==> src/rtl/bcd_pkg.sv <==
// Shared constants, FSM state type and nibble-adjust helper for the BCD display decoder.
package bcd_pkg;

  localparam logic [6:0] SEG_0     = 7'h40;
  localparam logic [6:0] SEG_1     = 7'h79;
  localparam logic [6:0] SEG_2     = 7'h24;
  localparam logic [6:0] SEG_3     = 7'h30;
  localparam logic [6:0] SEG_4     = 7'h19;
  localparam logic [6:0] SEG_5     = 7'h12;
  localparam logic [6:0] SEG_6     = 7'h02;
  localparam logic [6:0] SEG_7     = 7'h78;
  localparam logic [6:0] SEG_8     = 7'h00;
  localparam logic [6:0] SEG_9     = 7'h10;
  localparam logic [6:0] SEG_BLANK = 7'h7F;

  localparam int BCD_W = 16;

  typedef enum logic [1:0] {IDLE, CONV, LOAD} state_t;

  // Double-dabble correction: a nibble of 5 or more would overflow past 9 when doubled
  function automatic logic [3:0] add3(input logic [3:0] nib);
    return (nib >= 4'd5) ? nib + 4'd3 : nib;
  endfunction

endpackage

==> src/rtl/bcd_decoder_if.sv <==
// Switch-input and display-output bundle of the BCD decoder; slave side is the decoder.
interface bcd_decoder_if #(parameter int N = 10);

  logic [N-1:0] bcd_in_sw;
  logic [6:0]   Disp_un;
  logic [6:0]   Disp_dec;
  logic [6:0]   Disp_cent;
  logic [6:0]   Disp_mil;

  modport master (output bcd_in_sw, input Disp_un, Disp_dec, Disp_cent, Disp_mil);
  modport slave  (input bcd_in_sw, output Disp_un, Disp_dec, Disp_cent, Disp_mil);

endinterface

==> src/rtl/seg7_encoder.sv <==
// Combinational BCD digit to active-low {g,f,e,d,c,b,a} segment encoder; 10-15 show blank.
module seg7_encoder
  import bcd_pkg::*;
(
  input  logic [3:0] digit_i,
  output logic [6:0] seg_o
);

  always_comb begin
    seg_o = SEG_BLANK;
    unique case (digit_i)
      4'd0:    seg_o = SEG_0;
      4'd1:    seg_o = SEG_1;
      4'd2:    seg_o = SEG_2;
      4'd3:    seg_o = SEG_3;
      4'd4:    seg_o = SEG_4;
      4'd5:    seg_o = SEG_5;
      4'd6:    seg_o = SEG_6;
      4'd7:    seg_o = SEG_7;
      4'd8:    seg_o = SEG_8;
      4'd9:    seg_o = SEG_9;
      default: seg_o = SEG_BLANK;
    endcase
  end

endmodule

==> src/rtl/bcd_decoder.sv <==
// Switch value to four active-low 7-segment digits via a sequential double-dabble engine.
// Optional build macro LEADING_ZERO_BLANK_EN blanks leading zero digits (units always shown).
module bcd_decoder
  import bcd_pkg::*;
#(
  parameter int N = 10
)(
  input  logic         clk,
  input  logic         rst,
  bcd_decoder_if.slave bus
);

  localparam int CNT_W = $clog2(N + 1);
  localparam int SR_W  = BCD_W + N;

  generate
    if (N < 4 || N > 13) begin : gNRangeCheck
      $error("bcd_decoder: N must be within 4..13");
    end
  endgenerate

`ifdef LEADING_ZERO_BLANK_EN
  localparam logic [6:0] UPPER_RST = SEG_BLANK;
`else
  localparam logic [6:0] UPPER_RST = SEG_0;
`endif

  state_t           state_q;
  logic [N-1:0]     lastVal_q;
  logic [SR_W-1:0]  shiftReg_q;
  logic [SR_W-1:0]  shiftReg_d;
  logic [SR_W-1:0]  adjusted;
  logic [CNT_W-1:0] iterCnt_q;
  logic [6:0]       dispUn_q, dispDec_q, dispCent_q, dispMil_q;
  logic [6:0]       dispDec_d, dispCent_d, dispMil_d;
  logic [6:0]       segUn, segDec, segCent, segMil;
  logic [3:0]       nibDec, nibCent, nibMil;

  always_comb begin
    adjusted = shiftReg_q;
    for (int i = 0; i < 4; i++) begin
      adjusted[N + 4*i +: 4] = add3(shiftReg_q[N + 4*i +: 4]);
    end
    shiftReg_d = adjusted << 1;
  end

  assign nibDec  = shiftReg_q[N + 4  +: 4];
  assign nibCent = shiftReg_q[N + 8  +: 4];
  assign nibMil  = shiftReg_q[N + 12 +: 4];

  seg7_encoder uEncUn   (.digit_i(shiftReg_q[N +: 4]), .seg_o(segUn));
  seg7_encoder uEncDec  (.digit_i(nibDec),             .seg_o(segDec));
  seg7_encoder uEncCent (.digit_i(nibCent),            .seg_o(segCent));
  seg7_encoder uEncMil  (.digit_i(nibMil),             .seg_o(segMil));

  always_comb begin
    dispMil_d  = segMil;
    dispCent_d = segCent;
    dispDec_d  = segDec;
`ifdef LEADING_ZERO_BLANK_EN
    if (nibMil == 4'd0)                                        dispMil_d  = SEG_BLANK;
    if (nibMil == 4'd0 && nibCent == 4'd0)                     dispCent_d = SEG_BLANK;
    if (nibMil == 4'd0 && nibCent == 4'd0 && nibDec == 4'd0)   dispDec_d  = SEG_BLANK;
`endif
  end

  // Outputs only change in LOAD, so a conversion in flight is never visible
  always_ff @(posedge clk or posedge rst) begin
    if (rst) begin
      state_q    <= IDLE;
      lastVal_q  <= '0;
      iterCnt_q  <= '0;
      shiftReg_q <= '0;
      dispUn_q   <= SEG_0;
      dispDec_q  <= UPPER_RST;
      dispCent_q <= UPPER_RST;
      dispMil_q  <= UPPER_RST;
    end else begin
      unique case (state_q)
        IDLE: begin
          if (bus.bcd_in_sw != lastVal_q) begin
            lastVal_q  <= bus.bcd_in_sw;
            shiftReg_q <= {{BCD_W{1'b0}}, bus.bcd_in_sw};
            iterCnt_q  <= '0;
            state_q    <= CONV;
          end
        end
        CONV: begin
          shiftReg_q <= shiftReg_d;
          iterCnt_q  <= iterCnt_q + CNT_W'(1);
          if (iterCnt_q == CNT_W'(N - 1)) state_q <= LOAD;
        end
        LOAD: begin
          dispUn_q   <= segUn;
          dispDec_q  <= dispDec_d;
          dispCent_q <= dispCent_d;
          dispMil_q  <= dispMil_d;
          state_q    <= IDLE;
        end
        default: state_q <= IDLE;
      endcase
    end
  end

  assign bus.Disp_un   = dispUn_q;
  assign bus.Disp_dec  = dispDec_q;
  assign bus.Disp_cent = dispCent_q;
  assign bus.Disp_mil  = dispMil_q;

endmodule

==> src/flat_wrapper.sv <==
// flat-port wrapper written by rule: the top's interface ports become plain ports
module bcd_decoder_flat import bcd_pkg::*;
#(
  parameter int N = 10
)
  (clk, rst, bus_bcd_in_sw, bus_Disp_un, bus_Disp_dec, bus_Disp_cent, bus_Disp_mil);
  bcd_decoder_if #(.N(N)) bus_i ();
  input  logic clk;
  input  logic rst;
  input wire logic [$bits(bus_i.bcd_in_sw)-1:0] bus_bcd_in_sw;
  output wire logic [$bits(bus_i.Disp_un)-1:0] bus_Disp_un;
  output wire logic [$bits(bus_i.Disp_dec)-1:0] bus_Disp_dec;
  output wire logic [$bits(bus_i.Disp_cent)-1:0] bus_Disp_cent;
  output wire logic [$bits(bus_i.Disp_mil)-1:0] bus_Disp_mil;
  assign bus_i.bcd_in_sw = bus_bcd_in_sw;
  assign bus_Disp_un = bus_i.Disp_un;
  assign bus_Disp_dec = bus_i.Disp_dec;
  assign bus_Disp_cent = bus_i.Disp_cent;
  assign bus_Disp_mil = bus_i.Disp_mil;
  bcd_decoder #(.N(N)) u_core (.clk(clk), .rst(rst), .bus(bus_i));
endmodule
==> config.mk <==
export PLATFORM = sky130hd
export DESIGN_NAME = bcd_decoder_flat
export DESIGN_NICKNAME = d
export VERILOG_FILES = /design/src/rtl/bcd_pkg.sv /design/src/rtl/bcd_decoder_if.sv /design/src/rtl/seg7_encoder.sv /design/src/rtl/bcd_decoder.sv /design/src/flat_wrapper.sv
export SDC_FILE = /design/constraint.sdc
export NUM_CORES = 1
export LEC_CHECK = 0
export CAP_MARGIN = 20
export CORE_ASPECT_RATIO = 1.1
export CORE_MARGIN = 3
export CORE_UTILIZATION = 48
export CTS_CLUSTER_SIZE = 25
export DETAILED_ROUTE_END_ITERATION = 8
export PLACE_DENSITY = 0.75
export SYNTH_ARGS = -nofsm -noshare
export SYNTH_HDL_FRONTEND = slang
export SYNTH_SLANG_ARGS = --single-unit
==> constraint.sdc <==
create_clock -name clk -period 2.4 [get_ports clk]
set_input_delay 0.36 -clock clk [delete_from_list [all_inputs] [get_ports clk]]
set_output_delay 0.36 -clock clk [all_outputs]
set_load 0.02 [all_outputs]
==> results by group <==
Drt
  • Detailed-route wire length: 8050 um
  • Remaining antenna violation count: 0
  • Total routed wire length on the met1 layer: 3620 um
  • Uppermost layer routed: met4
  • DRC errors left: 0
  • Drt pass-1 iters: 4
  • Initial DRC count: 178
  • Drt via density: 5.42
  • Wire length per cell: 13.8 um
  • DR WL met2: 4080 um
  • Via count: 3,168
  • Amount of wire on met3 after detailed routing: 261 um

Die
  • Initial Utilization: 50.2%
  • Floorplan die area: 9540 um2
  • Die width: 93.4 um
  • Placement row count: 34
  • Standard cell core area: 8040 um2
  • Top-level port count: 40
  • Vert. Die Dim: 102 um

Setup path
  • Largest fanout on the critical path: 2
  • Required time reported for the critical path endpoint: 2.04 ns
  • RR Endpoint: u_core.shiftReg_q[12]$_DFFE_PP0P_
  • Master of the slowest instance on the critical path: sky130_fd_sc_hd__clkdlybuf4s50_1
  • Worst setup path category: reg -> out
  • Buffers and inverters on the worst path: 1
  • Data arrival time of the worst path: 1.47 ns
  • Reg-to-reg critical path startpoint: u_core.shiftReg_q[11]$_DFFE_PP0P_
  • Cells along the critical path: clkdlybuf4s50_1
  • Kind of launch point of the worst setup path: flip-flop
  • Worst stage delay on the critical path: 0.59 ns
  • Flop2flop setup slack: 0.62 ns
  • Top cell family by delay on the critical path: buffers and inverters
  • Capturing element type of the critical path: output port
  • Depth of the worst register-to-register path: 6

Clock tree
  • Post-CTS Repair Setup Buffers: 0
  • Number of buffers added to fix hold violations after cts: 0
  • Maximum root-to-sink buffer count: 2
  • Clock network latency to the later pin of the worst-skew pair: 0.34 ns
  • Clock net sink count: 70
  • Depth of the CTS H-tree: 3
  • Clock slew at reported path FFs: 0.08 ns
  • TritonCTS clock tree: done
  • Number of buffers created by CTS: 9
  • Root cell of the clock tree: sky130_fd_sc_hd__clkbuf_8
  • # resized after CTS: 0

Timing
  • Max-slew violation total from the final report: 0
  • Worst-case setup margin in the final layout: 0.569 ns
  • Achievable clock frequency: 546 MHz
  • Fin Setup TNS: 0 ns
  • Setup violations, final: 0
  • Time the final worst path needs with I/O delays and setup: 1.83 ns
  • RSZ-0062 raised after global routing: false
  • Worst Skew: 0.0103 ns
  • Slew at the pin closest to its max-slew limit: 0.557 ns
  • Worst rel slew slack: 62.7%
  • Hold violation total from the final report: 0
  • Period Utilization, post-route: 76.3%

Logic synthesis
  • Cell area after synthesis: 4040 um2
  • Net count after synthesis: 475
  • Ys async rst share: 100%
  • Post-synth EDFFs: 0
  • Sequential fraction of the synthesis area: 43.5%
  • Cell variety after synth: 39
  • Syn Area/Cell: 9.17 um2
  • Flip-flop cell with the highest count after synthesis: sky130_fd_sc_hd__dfrtp_1
  • Number of synthesis warnings: 0
  • Post-Synthesis Cells: 440
  • Number of synthesized register bits: 70

Global routing
  • Global-route total usage across every layer: 18.2%
  • Via count of the first global-routing pass: 3,144
  • Leftover overflow at the end of global routing: 0
  • Maximum number of pins on one net before global-route repair: 59
  • Global-route wire length before repair: 14,200 um
  • Initial antenna violation count: 0

Cells and area
  • Diodes inserted: 0
  • Share of cells above drive strength 1: 10.5%
  • Number of inserted filler cells in the final layout: 705
  • Multi-input logic area: 2050 um2
  • Area taken by flip-flops and latches: 1760 um2
  • Net count reported at finish: 506
  • Synth-to-layout area growth: 17.6%

Place
  • Detailed placer's ending HPWL: 5660 um
  • GP Congestion: 0.892
  • Count of port buffers added during placement: 39
  • Pre-CTS setup slack: 0.276 ns

Power and ir drop
  • Power per Cell Area: 1390 nW/um2
  • Peak ir drop on the vdd network: 0.656 mV
  • Leakage component of the power: 0.00211 uW

Min path
  • Min-delay worst type: in -> async

Run
  • Max Cap Violations: 0

Outcome
  • Outcome: finished, final reports clean
cell usage in the layout (no fill, tap or decap), types with 2 or more instances in the layout:
cell type | netlist | routed
sky130_fd_sc_hd__o21ai_0 | 39 | 39
sky130_fd_sc_hd__o31ai_1 | 8 | 8
sky130_fd_sc_hd__a21oi_1 | 17 | 17
sky130_fd_sc_hd__buf_4 | 0 | 11
sky130_fd_sc_hd__nand2_1 | 85 | 85
sky130_fd_sc_hd__nand4_1 | 9 | 9
sky130_fd_sc_hd__mux2i_1 | 8 | 8
sky130_fd_sc_hd__nor2_1 | 11 | 11
sky130_fd_sc_hd__clkbuf_8 | 0 | 11
sky130_fd_sc_hd__nand2b_1 | 10 | 10
sky130_fd_sc_hd__o21bai_1 | 4 | 4
sky130_fd_sc_hd__xnor2_1 | 7 | 7
sky130_fd_sc_hd__o211ai_1 | 5 | 5
sky130_fd_sc_hd__buf_12 | 0 | 2
sky130_fd_sc_hd__o22ai_2 | 7 | 7
sky130_fd_sc_hd__o21ai_1 | 2 | 2
sky130_fd_sc_hd__mux2_2 | 4 | 4
sky130_fd_sc_hd__o31ai_4 | 2 | 2
sky130_fd_sc_hd__a22oi_1 | 12 | 12
sky130_fd_sc_hd__ha_1 | 23 | 23
sky130_fd_sc_hd__o22ai_1 | 14 | 14
sky130_fd_sc_hd__and3_1 | 3 | 3
sky130_fd_sc_hd__clkbuf_1 | 25 | 4
sky130_fd_sc_hd__xor2_1 | 12 | 12
sky130_fd_sc_hd__nor4_4 | 2 | 2
sky130_fd_sc_hd__nor2b_1 | 10 | 10
sky130_fd_sc_hd__clkdlybuf4s50_1 | 0 | 39
sky130_fd_sc_hd__nand3_1 | 6 | 6
sky130_fd_sc_hd__inv_1 | 24 | 23
sky130_fd_sc_hd__dfrtp_1 | 66 | 66
sky130_fd_sc_hd__nor3b_1 | 3 | 3
sky130_fd_sc_hd__dfstp_2 | 4 | 4
sky130_fd_sc_hd__a31o_2 | 3 | 3
cells by family after synthesis:
group | count (synthesis) | synth area share [%]
flip-flops | 70 | 43.5
XOR/XNOR | 19 | 4.12
buffers and inverters | 56 | 5.58
multiplexers | 12 | 3.10
AO/OA/AOI/OAI | 118 | 19.8
AND/OR/NAND/NOR | 142 | 16.7
adder cells (fa/ha/maj) | 23 | 7.13
through the flow:
step / utilization [%] / hold slack, ns / instances / instance area, um2 / power [uW]
4_1_cts: 59.0 / 0.274 / 584 / 4740 / 6620
3_5_place_dp: 56.6 / 0.465 / 568 / 4550 / 5640
2_1_floorplan: - / 0.465 / 440 / 4040 / 4710
5_1_grt: 59.0 / 0.305 / 584 / 4740 / 7150
6_report: 59.0 / 0.274 / 584 / 4740 / 6570
3_3_place_gp: 56.6 / 0.462 / 568 / 4550 / 5490
registers in the layout, summed over array words and instances, names as in the netlist:
signal and flops:
u_core.lastVal_q 10, u_core.iterCnt_q 4, u_core.state_q 2, u_core.bus.Disp_un 7, u_core.bus.Disp_cent 7, u_core.shiftReg_q 26, u_core.bus.Disp_mil 7, u_core.bus.Disp_dec 7
routing by layer:
metal  track usage, %  vias to the layer above
met1             22.4                     1536
met3             2.72                        8
met4             6.65                        0
li1                 -                     1577
met5                0                        -
met2             32.3                       47
worst register-to-register path: cells and delay by family, from the launching register on:
family	cells	cell delay, ns
adder cells (fa/ha/maj)	1	0.21
AND/OR/NAND/NOR	1	0.18
multiplexers	1	0.23
buffers and inverters	1	0.15
flip-flops	1	0.50
AO/OA/AOI/OAI	2	0.38
area by class of cell:
cell class / instances / area share [%]
clock inverter: 1 / 0.633
sequential: 70 / 37.0
clock buffer: 15 / 3.51
multi-input combinational: 314 / 43.3
timing repair buffer: 52 / 10.8
tap: 108 / 2.85
inverter: 24 / 1.90
how the worst max path moves through the flow:
stage | from | endpoint | slack [ns] | cells after the start
final | u_core.bus.Disp_mil[6]$_DFFE_PP1N_ | bus_Disp_mil[6] | 0.57 | 1
after global placement | bus_bcd_in_sw[7] | u_core.shiftReg_q[9]$_DFFE_PP0P_ | 0.34 | 6
after detailed placement | bus_bcd_in_sw[7] | u_core.shiftReg_q[9]$_DFFE_PP0P_ | 0.28 | 6
after CTS | u_core.bus.Disp_mil[6]$_DFFE_PP1N_ | bus_Disp_mil[6] | 0.55 | 1
after floorplan | rst | u_core.bus.Disp_cent[0]$_DFFE_PP0N_ | 0.28 | 1
after global routing | u_core.shiftReg_q[19]$_DFFE_PP0P_ | u_core.shiftReg_q[20]$_DFFE_PP0P_ | 0.50 | 6
synth_stat cells, types with 9 or more instances:
library cell | instances | area (um2)
sky130_fd_sc_hd__ha_1 | 23 | 288
sky130_fd_sc_hd__nand2_1 | 85 | 319
sky130_fd_sc_hd__xor2_1 | 12 | 105
sky130_fd_sc_hd__a22oi_1 | 12 | 90.1
sky130_fd_sc_hd__nand4_1 | 9 | 56.3
sky130_fd_sc_hd__nand2b_1 | 10 | 62.6
sky130_fd_sc_hd__o22ai_1 | 14 | 87.6
sky130_fd_sc_hd__a21oi_1 | 17 | 85.1
sky130_fd_sc_hd__dfrtp_1 | 66 | 1650
sky130_fd_sc_hd__nor2_1 | 11 | 41.3
sky130_fd_sc_hd__clkbuf_1 | 25 | 93.8
sky130_fd_sc_hd__nor2b_1 | 10 | 62.6
sky130_fd_sc_hd__o21ai_0 | 39 | 195
sky130_fd_sc_hd__inv_1 | 24 | 90.1
power breakdown:
group | switching (uW) | total (uW) | internal [uW]
sequential | 571 | 2260 | 1690
clock | 416 | 956 | 540
combinational | 1810 | 3360 | 1550
Note: power is estimated with default switching activity, not from simulation.
